File: src/rtl/mem_stage.sv
// Memory-access stage: registers one instruction from execute, runs the load/store handshake, feeds write-back.
// Optional misaligned-access trap is enabled by defining MS_MISALIGN_CHECK_EN.
module mem_stage #(
  parameter int unsigned DM_ADDR_W = 32
) (
  input  logic                 clk,
  input  logic                 rst_n,
  input  logic                 es_valid_i,
  output logic                 ms_allowin_o,
  input  logic [31:0]          es_alu_result_i,
  input  logic [31:0]          es_store_data_i,
  input  logic [5:0]           es_ctrl_i,
  input  logic [2:0]           es_funct3_i,
  input  logic [4:0]           es_rd_i,
  output logic                 ms_valid_o,
  output logic [31:0]          ms_mem_out_o,
  output logic [31:0]          ms_alu_result_o,
  output logic [5:0]           ms_ctrl_o,
  output logic [4:0]           ms_rd_o,
  output logic                 ms_misalign_o,
  output logic                 dm_req_o,
  output logic                 dm_we_o,
  output logic [DM_ADDR_W-1:0] dm_addr_o,
  output logic [3:0]           dm_wstrb_o,
  output logic [31:0]          dm_wdata_o,
  input  logic                 dm_ack_i,
  input  logic [31:0]          dm_rdata_i
);

  localparam int unsigned XLEN   = 32;
  localparam int unsigned CTRL_W = 6;
  localparam int unsigned F3_W   = 3;
  localparam int unsigned RD_W   = 5;

  typedef enum logic {IDLE, WAIT} state_e;

  state_e              state_q, state_d;
  logic [XLEN-1:0]     addr_q, addr_d;
  logic [CTRL_W-1:0]   ctrl_q, ctrl_d;
  logic [F3_W-1:0]     f3_q, f3_d;
  logic [RD_W-1:0]     rd_q, rd_d;

  logic                ms_valid_q, ms_valid_d;
  logic                ms_misalign_q, ms_misalign_d;
  logic [XLEN-1:0]     ms_mem_out_q, ms_mem_out_d;
  logic [XLEN-1:0]     ms_alu_q, ms_alu_d;
  logic [CTRL_W-1:0]   ms_ctrl_q, ms_ctrl_d;
  logic [RD_W-1:0]     ms_rd_q, ms_rd_d;
  logic                dm_req_q, dm_req_d;
  logic                dm_we_q, dm_we_d;
  logic [DM_ADDR_W-1:0] dm_addr_q, dm_addr_d;
  logic [3:0]          dm_wstrb_q, dm_wstrb_d;
  logic [XLEN-1:0]     dm_wdata_q, dm_wdata_d;

  logic                is_mem_c;
  logic                misalign_c;
  logic [3:0]          st_strb_c;
  logic [XLEN-1:0]     st_data_c;
  logic [XLEN-1:0]     ld_word_c;
  logic [XLEN-1:0]     ld_fmt_c;

  assign is_mem_c = es_ctrl_i[2] | es_ctrl_i[3];

`ifdef MS_MISALIGN_CHECK_EN
  // funct3[1:0] encodes access size: 00 byte, 01 half, else word
  always_comb begin
    unique case (es_funct3_i[1:0])
      2'b00:   misalign_c = 1'b0;
      2'b01:   misalign_c = es_alu_result_i[0];
      default: misalign_c = |es_alu_result_i[1:0];
    endcase
  end
`else
  assign misalign_c = 1'b0;
`endif

  // Store lane replication and strobes from the incoming address
  always_comb begin
    unique case (es_funct3_i[1:0])
      2'b00: begin
        st_strb_c = 4'b0001 << es_alu_result_i[1:0];
        st_data_c = {4{es_store_data_i[7:0]}};
      end
      2'b01: begin
        st_strb_c = 4'b0011 << {es_alu_result_i[1], 1'b0};
        st_data_c = {2{es_store_data_i[15:0]}};
      end
      default: begin
        st_strb_c = 4'b1111;
        st_data_c = es_store_data_i;
      end
    endcase
  end

  // Load lane select shifts the addressed byte down to bit 0; upper lanes fill with zero
  assign ld_word_c = dm_rdata_i >> {addr_q[1:0], 3'b000};

  always_comb begin
    unique case (f3_q[1:0])
      2'b00:   ld_fmt_c = {{24{~f3_q[2] & ld_word_c[7]}}, ld_word_c[7:0]};
      2'b01:   ld_fmt_c = {{16{~f3_q[2] & ld_word_c[15]}}, ld_word_c[15:0]};
      default: ld_fmt_c = ld_word_c;
    endcase
  end

  always_comb begin
    state_d       = state_q;
    addr_d        = addr_q;
    ctrl_d        = ctrl_q;
    f3_d          = f3_q;
    rd_d          = rd_q;
    ms_valid_d    = 1'b0;
    ms_misalign_d = 1'b0;
    ms_ctrl_d     = '0;
    ms_mem_out_d  = ms_mem_out_q;
    ms_alu_d      = ms_alu_q;
    ms_rd_d       = ms_rd_q;
    dm_req_d      = dm_req_q;
    dm_we_d       = dm_we_q;
    dm_addr_d     = dm_addr_q;
    dm_wstrb_d    = dm_wstrb_q;
    dm_wdata_d    = dm_wdata_q;
    unique case (state_q)
      IDLE: begin
        if (es_valid_i) begin
          addr_d = es_alu_result_i;
          ctrl_d = es_ctrl_i;
          f3_d   = es_funct3_i;
          rd_d   = es_rd_i;
          if (!is_mem_c) begin
            ms_valid_d = 1'b1;
            ms_ctrl_d  = es_ctrl_i;
            ms_alu_d   = es_alu_result_i;
            ms_rd_d    = es_rd_i;
          end else if (misalign_c) begin
            // Trapped access retires immediately without touching memory or the register file
            ms_valid_d    = 1'b1;
            ms_misalign_d = 1'b1;
            ms_ctrl_d     = {es_ctrl_i[CTRL_W-1:1], 1'b0};
            ms_mem_out_d  = '0;
            ms_alu_d      = es_alu_result_i;
            ms_rd_d       = es_rd_i;
          end else begin
            state_d    = WAIT;
            dm_req_d   = 1'b1;
            dm_we_d    = es_ctrl_i[3];
            dm_addr_d  = DM_ADDR_W'(es_alu_result_i);
            dm_wstrb_d = es_ctrl_i[3] ? st_strb_c : 4'b0000;
            dm_wdata_d = es_ctrl_i[3] ? st_data_c : '0;
          end
        end
      end
      WAIT: begin
        if (dm_ack_i) begin
          state_d      = IDLE;
          dm_req_d     = 1'b0;
          ms_valid_d   = 1'b1;
          ms_ctrl_d    = ctrl_q;
          ms_alu_d     = addr_q;
          ms_rd_d      = rd_q;
          ms_mem_out_d = ctrl_q[3] ? '0 : ld_fmt_c;
        end
      end
      default: state_d = IDLE;
    endcase
  end

  always_ff @(posedge clk) begin
    if (!rst_n) begin
      state_q       <= IDLE;
      addr_q        <= '0;
      ctrl_q        <= '0;
      f3_q          <= '0;
      rd_q          <= '0;
      ms_valid_q    <= 1'b0;
      ms_misalign_q <= 1'b0;
      ms_mem_out_q  <= '0;
      ms_alu_q      <= '0;
      ms_ctrl_q     <= '0;
      ms_rd_q       <= '0;
      dm_req_q      <= 1'b0;
      dm_we_q       <= 1'b0;
      dm_addr_q     <= '0;
      dm_wstrb_q    <= '0;
      dm_wdata_q    <= '0;
    end else begin
      state_q       <= state_d;
      addr_q        <= addr_d;
      ctrl_q        <= ctrl_d;
      f3_q          <= f3_d;
      rd_q          <= rd_d;
      ms_valid_q    <= ms_valid_d;
      ms_misalign_q <= ms_misalign_d;
      ms_mem_out_q  <= ms_mem_out_d;
      ms_alu_q      <= ms_alu_d;
      ms_ctrl_q     <= ms_ctrl_d;
      ms_rd_q       <= ms_rd_d;
      dm_req_q      <= dm_req_d;
      dm_we_q       <= dm_we_d;
      dm_addr_q     <= dm_addr_d;
      dm_wstrb_q    <= dm_wstrb_d;
      dm_wdata_q    <= dm_wdata_d;
    end
  end

  assign ms_allowin_o    = (state_q == IDLE) || !rst_n;
  assign ms_valid_o      = ms_valid_q;
  assign ms_misalign_o   = ms_misalign_q;
  assign ms_mem_out_o    = ms_mem_out_q;
  assign ms_alu_result_o = ms_alu_q;
  assign ms_ctrl_o       = ms_ctrl_q;
  assign ms_rd_o         = ms_rd_q;
  assign dm_req_o        = dm_req_q;
  assign dm_we_o         = dm_we_q;
  assign dm_addr_o       = dm_addr_q;
  assign dm_wstrb_o      = dm_wstrb_q;
  assign dm_wdata_o      = dm_wdata_q;

endmodule
File: config.mk
export PLATFORM = sky130hd
export DESIGN_NAME = mem_stage
export DESIGN_NICKNAME = d
export VERILOG_FILES = /design/src/rtl/mem_stage.sv
export SDC_FILE = /design/constraint.sdc
export NUM_CORES = 1
export LEC_CHECK = 0
export BUFFER_PORTS_ARGS = -buffer_cell sky130_fd_sc_hd__buf_2
export CORE_UTILIZATION = 46
export CTS_CLUSTER_DIAMETER = 120
export CTS_CLUSTER_SIZE = 30
export DETAILED_ROUTE_END_ITERATION = 8
export PLACE_DENSITY_LB_ADDON = 0.08
export SYNTH_ARGS = -nofsm -noshare
export SYNTH_HDL_FRONTEND = slang
export SYNTH_SLANG_ARGS = --single-unit
File: constraint.sdc
create_clock -name clk -period 1.75 [get_ports clk]
set_input_delay 0.175 -clock clk [delete_from_list [all_inputs] [get_ports clk]]
set_output_delay 0.175 -clock clk [all_outputs]
set_load 0.005 [all_outputs]
**Yosys cells after proc, flatten, opt, wreduce, memory -nomap -nowiden**

Cells that the tools add are included.

- Output and inout port bits: 148
- Word-level logic and storage cells: 70
- Bits of input ports: 114
- Register bits: 193

- Reduce and logical (&&, ||, !) cells: 9
- Shifts and indexed selects: 3
- Mux-type cells: 32
- Bitwise gates (word level): 5
- Equal/unequal tests: 6

Operator list:

| cell | count |
|---|---|
| $mux W32 | 7 |
| $pmux W32 S2 | 3 |
| $shr A32 B5 Y32 | 1 |
| $mux W6 | 3 |
| $mux W5 | 3 |
| $pmux W6 S2 | 1 |
| $pmux W5 S2 | 1 |
| $mux W1 | 9 |
| $reduce_and A3 Y1 | 3 |
| $ne A2 B2 Y1 const B | 4 |
| $pmux W4 S2 | 1 |
| $pmux W1 S2 | 3 |
| $eq A2 B1 Y1 const B | 2 |
| $logic_not A2 Y1 | 2 |
| $mux W4 | 1 |
| $reduce_and A2 Y1 | 2 |
| $shl A1 B2 Y4 const A | 1 |
| $shl A2 B2 Y4 const A | 1 |
| $and A1 B1 Y1 | 2 |
| $not A1 Y1 | 2 |
| $logic_not A1 Y1 | 1 |
| $logic_or A1 B1 Y1 | 1 |
| $or A1 B1 Y1 | 1 |

**Depth between registers and ports, before layout**

- Depth after elaboration: 6
- Mapped depth: 8
- Gate-level depth less buffers: 4

**Least setup slack after synthesis**

Ideal clock, no wire load.

- Path type: reg-to-reg
- Start point: register addr_q[1]
- End point: register ms_mem_out_q[20] (netlist: ms_mem_out_o[20])
- Setup slack: 49 ps
- Cell stages (with the launch flop): 6
- Required time: 1628 ps
- Library setup time: 122 ps
- Period minus slack after synthesis: 1701 ps
- Path buffers: 1
- Data arrival time: 1579 ps
- Cells stage by stage: dfxtp_1 -> mux4_2 -> nor2_1 -> a311oi_4 -> buf_6 -> a221o_1

- Word-level cells in the longest chain between the ends: 6
- Elaborated cells on any way between the ends: 7
- Classes of those cells: 1 x shift; 4 x mux; 2 x bitwise

Ends and longest elaborated chain:

| item | line | text |
|---|---|---|
| start: declaration | 38 | `logic [XLEN-1:0] addr_q, addr_d;` |
| start signal: assignment | 188 | `addr_q <= addr_d;` |
| $shr A32 B5 Y32 (*) | 96 | `assign ld_word_c = dm_rdata_i >> {addr_q[1:0], 3'b000};` |
| $and A1 B1 Y1 (on tied branches) | 101, 100 |  |
| $pmux W32 S2 (*) | 99 | `unique case (f3_q[1:0])` |
| $mux W32 (*) | 161 | `ms_mem_out_d = ctrl_q[3] ? '0 : ld_fmt_c;` |
| $mux W32 (*) | 154 | `if (dm_ack_i) begin` |
| $mux W32 (*) | 123 | `unique case (state_q)` |
| end signal: assignment | 194 | `ms_mem_out_q <= ms_mem_out_d;` |
| end: declaration | 45 | `logic [XLEN-1:0] ms_mem_out_q, ms_mem_out_d;` |

Every way passes the cells marked *; elsewhere a longest branch is shown, timed or not. The select of a mux whose other input is x is not followed.
A chain may end at the register's enable or synchronous reset.

**Worst setup path in the final report**

- Start point: register addr_q[1]
- End point: register ms_mem_out_q[17] (netlist: ms_mem_out_o[17])

Same word-level chain as after synthesis.

==> key figures <==
Run status
  – Status: complete, no violations

Logic synthesis
  – Syn_area_per_cell: 9.42 µm²
  – Cells after Synth: 857
  – Synth top area cells: dfxtp_1 48%, nand2_1 10%, a21boi_0 8.0%
  – Number of synthesized flops with an enable pin: 0
  – Top cells by count, synth: 215 x nand2_1, 193 x dfxtp_1, 86 x a21boi_0
  – Post-Syn Area: 8070 µm²
  – Yosys reg bits: 193
  – Post-synth ARST share: 0%
  – Library cells used by synthesis: 43
  – Most common cell in the netlist: nand2_1
  – Yosys top cell area share: 47.9%
  – Seq/Total Area, Yosys: 47.9%
  – Syn nets: 971
  – Top FF cell, synth: dfxtp_1
  – Syn. warnings: 0
  – Area leader, netlist: dfxtp_1

Drt
  – Vias per cell: 5.19
  – Via Count: 7026
  – DRT Pass-1 Iters: 6
  – Wire length per cell: 15.6 µm
  – DRT Wirelength: 21100 µm
  – Initial DRC count: 357
  – DRT antenna net count: 0
  – Drt drc: 0

Clocking
  – CTS HTree Levels: 4
  – CTS Buffer Depth: 2
  – Sink Count: 193
  – Clk_lat worst skew: 420 ps
  – CTS tree: done
  – Clk root buf: clkbuf_16
  – CTS Buf Count: 17
  – CTS clk-pin slew, worst paths: 70 ps

Worst setup path
  – Register-to-register setup slack: 90 ps
  – Class of the most critical setup path: reg -> reg
  – Crit path launch type: register
  – Required time worst endpoint: 2060 ps
  – Crit. End Element: register
  – Worst-path fanout max: 16
  – WP data arrival: 1970 ps

Global routing
  – Met1 Track Usage GR: 30.2%
  – Grt peak-use layer: met2
  – Aggregate global routing overflow: 0
  – Initial antenna violation count: 3
  – Met3 Use GR: 6.01%
  – Largest net degree at the start of global routing: 80
  – Grt met2 use: 36.7%
  – All-Layer GR Usage: 23.0%
  – Vias in the first global route: 6452
  – First-pass GRT wire length: 33100 µm

Power
  – Total power draw: 10500 µW
  – Leakage power: 0.00498 µW
  – Worst vdd ir: 0.000698 V
  – Power density cells: 994 nW/µm²

STA
  – RSZ-0062 raised after global routing: no
  – Worst slew margin: 42.5%
  – Fin crit share: 95.1%
  – Fmax: 601 MHz
  – Setup tns final: 0 ps
  – Setup violators final: 0
  – Minimum clock period: 1660 ps
  – Final clock skew: 10.4 ps
  – Final setup margin: 86.0 ps
  – Final hold vios: 0
  – Final Max Tran Viols: 0
  – Worst slew pin tran: 863 ps

Placed design
  – Port Buffer Count: 260
  – Pre-CTS setup slack: -33.7 ps
  – Routability congestion estimate from global placement: 0.794
  – Final HPWL DP: 14400 µm

Die
  – Row Count: 48
  – Initial Utilization: 46.8%
  – Die X: 134 µm
  – Core area: 17200 µm²
  – DIE HEIGHT: 134 µm
  – Ports: 262
  – Full die area: 18100 µm²

Worst hold path
  – HP Class: in -> reg

Cells and area
  – Fin nets: 1229
  – Area growth syn-to-layout: 30.3%
  – Layout cells sized above 1: 31.4%

Job
  – Maximum capacitance violations: 0
[timing repair]
action | CTS | global route
endpoints found under the setup margin | 16 | 17
resized for setup | 1 | 3
buffers inserted | 1 | 0
hold endpoints to repair | 19 | 0
pin swaps | 1 | 0
hold buffers | 18 | 0
[critical path: stages, from the launching register on]
cell,delay [ps]
dfxtp_2,360
mux4_2,570
nor2_4,130
a311oi_4,50
buf_12,180
a221o_1,260
[power breakdown]
part | total (µW) | internal (µW) | switching (µW) | leakage, µW
clock | 4260 | 2570 | 1680 | 0.000309
sequential | 4780 | 4650 | 129 | 0.00158
combinational | 1420 | 670 | 746 | 0.00309
[placed cells by master, fill, tap and decap left out, types with 17 or more instances in the layout]
cell type        n
clkbuf_16       17
o21ai_0         26
o211a_1         37
dlygate4sd3_1   18
nor2b_1         25
buf_4           31
a21boi_0        86
nand2_1        215
a21oi_1         22
buf_2          259
mux2i_1         60
dfxtp_1        191
[area by class of cell]
cell class | count | area (µm²)
fillers | 1529 | 6720
multi-input cells | 590 | 3930
flip-flops and latches | 193 | 3870
repair buffers | 312 | 1780
clock buffers | 18 | 439
well taps | 225 | 282
clock inverters | 12 | 205
diodes | 3 | 7.51
inverters | 1 | 3.75
[worst paths after layout]
kind	startpoint	cells after the start	endpoint
setup / recovery	addr_q[1]$_SDFFE_PN0P_	5	ms_mem_out_o[17]$_SDFFE_PN0P_
hold / removal	es_alu_result_i[8]	3	addr_q[8]$_SDFFE_PN0P_
setup reg to reg	addr_q[1]$_SDFFE_PN0P_	5	ms_mem_out_o[17]$_SDFFE_PN0P_
hold reg to reg	dm_addr_o[11]$_SDFFE_PN0P_	2	dm_addr_o[11]$_SDFFE_PN0P_
[kinds of logic (layout without fill, tap and decap cells)]
kind of cell | Yosys count | after routing | share of synthesized area, %
AND/OR/NAND/NOR | 273 | 273 | 14.4
AO/OA/AOI/OAI | 238 | 238 | 22.8
flip-flops | 193 | 193 | 47.9
multiplexers | 78 | 78 | 11.1
buffers and inverters | 74 | 343 | 3.84
other | 1 | 4 | 0.0465
[metrics by stage]
stage	std cells	hold WS, ps	util, %	cell area [µm²]
after floorplan	857	310	-	8070
after CTS	1351	0.431	60.9	10500
final	1354	20.4	61.0	10500
after global placement	1302	440	56.0	9650
after detailed placement	1302	442	56.0	9650
after global routing	1353	8.22	61.0	10500
[metal layers]
metal | wire, µm | up-vias
li1 | - | 3509
met5 | 0 | -
met4 | 195 | 0
met1 | 9890 | 3303
met3 | 1420 | 11
met2 | 9640 | 203
[sequential cells by signal, indices dropped and copies added (netlist names)]
name             flops
dm_wdata_o          32
ms_ctrl_o            6
ms_rd_o              5
dm_wstrb_o           4
dm_addr_o           32
addr_q              32
ctrl_q               6
ms_alu_result_o     32
dm_req_o             1
rd_q                 5
ms_mem_out_o        32
dm_we_o              1
state_q              1
ms_valid_o           1
f3_q                 3
No activity file was read; power rests on OpenSTA's default activity.
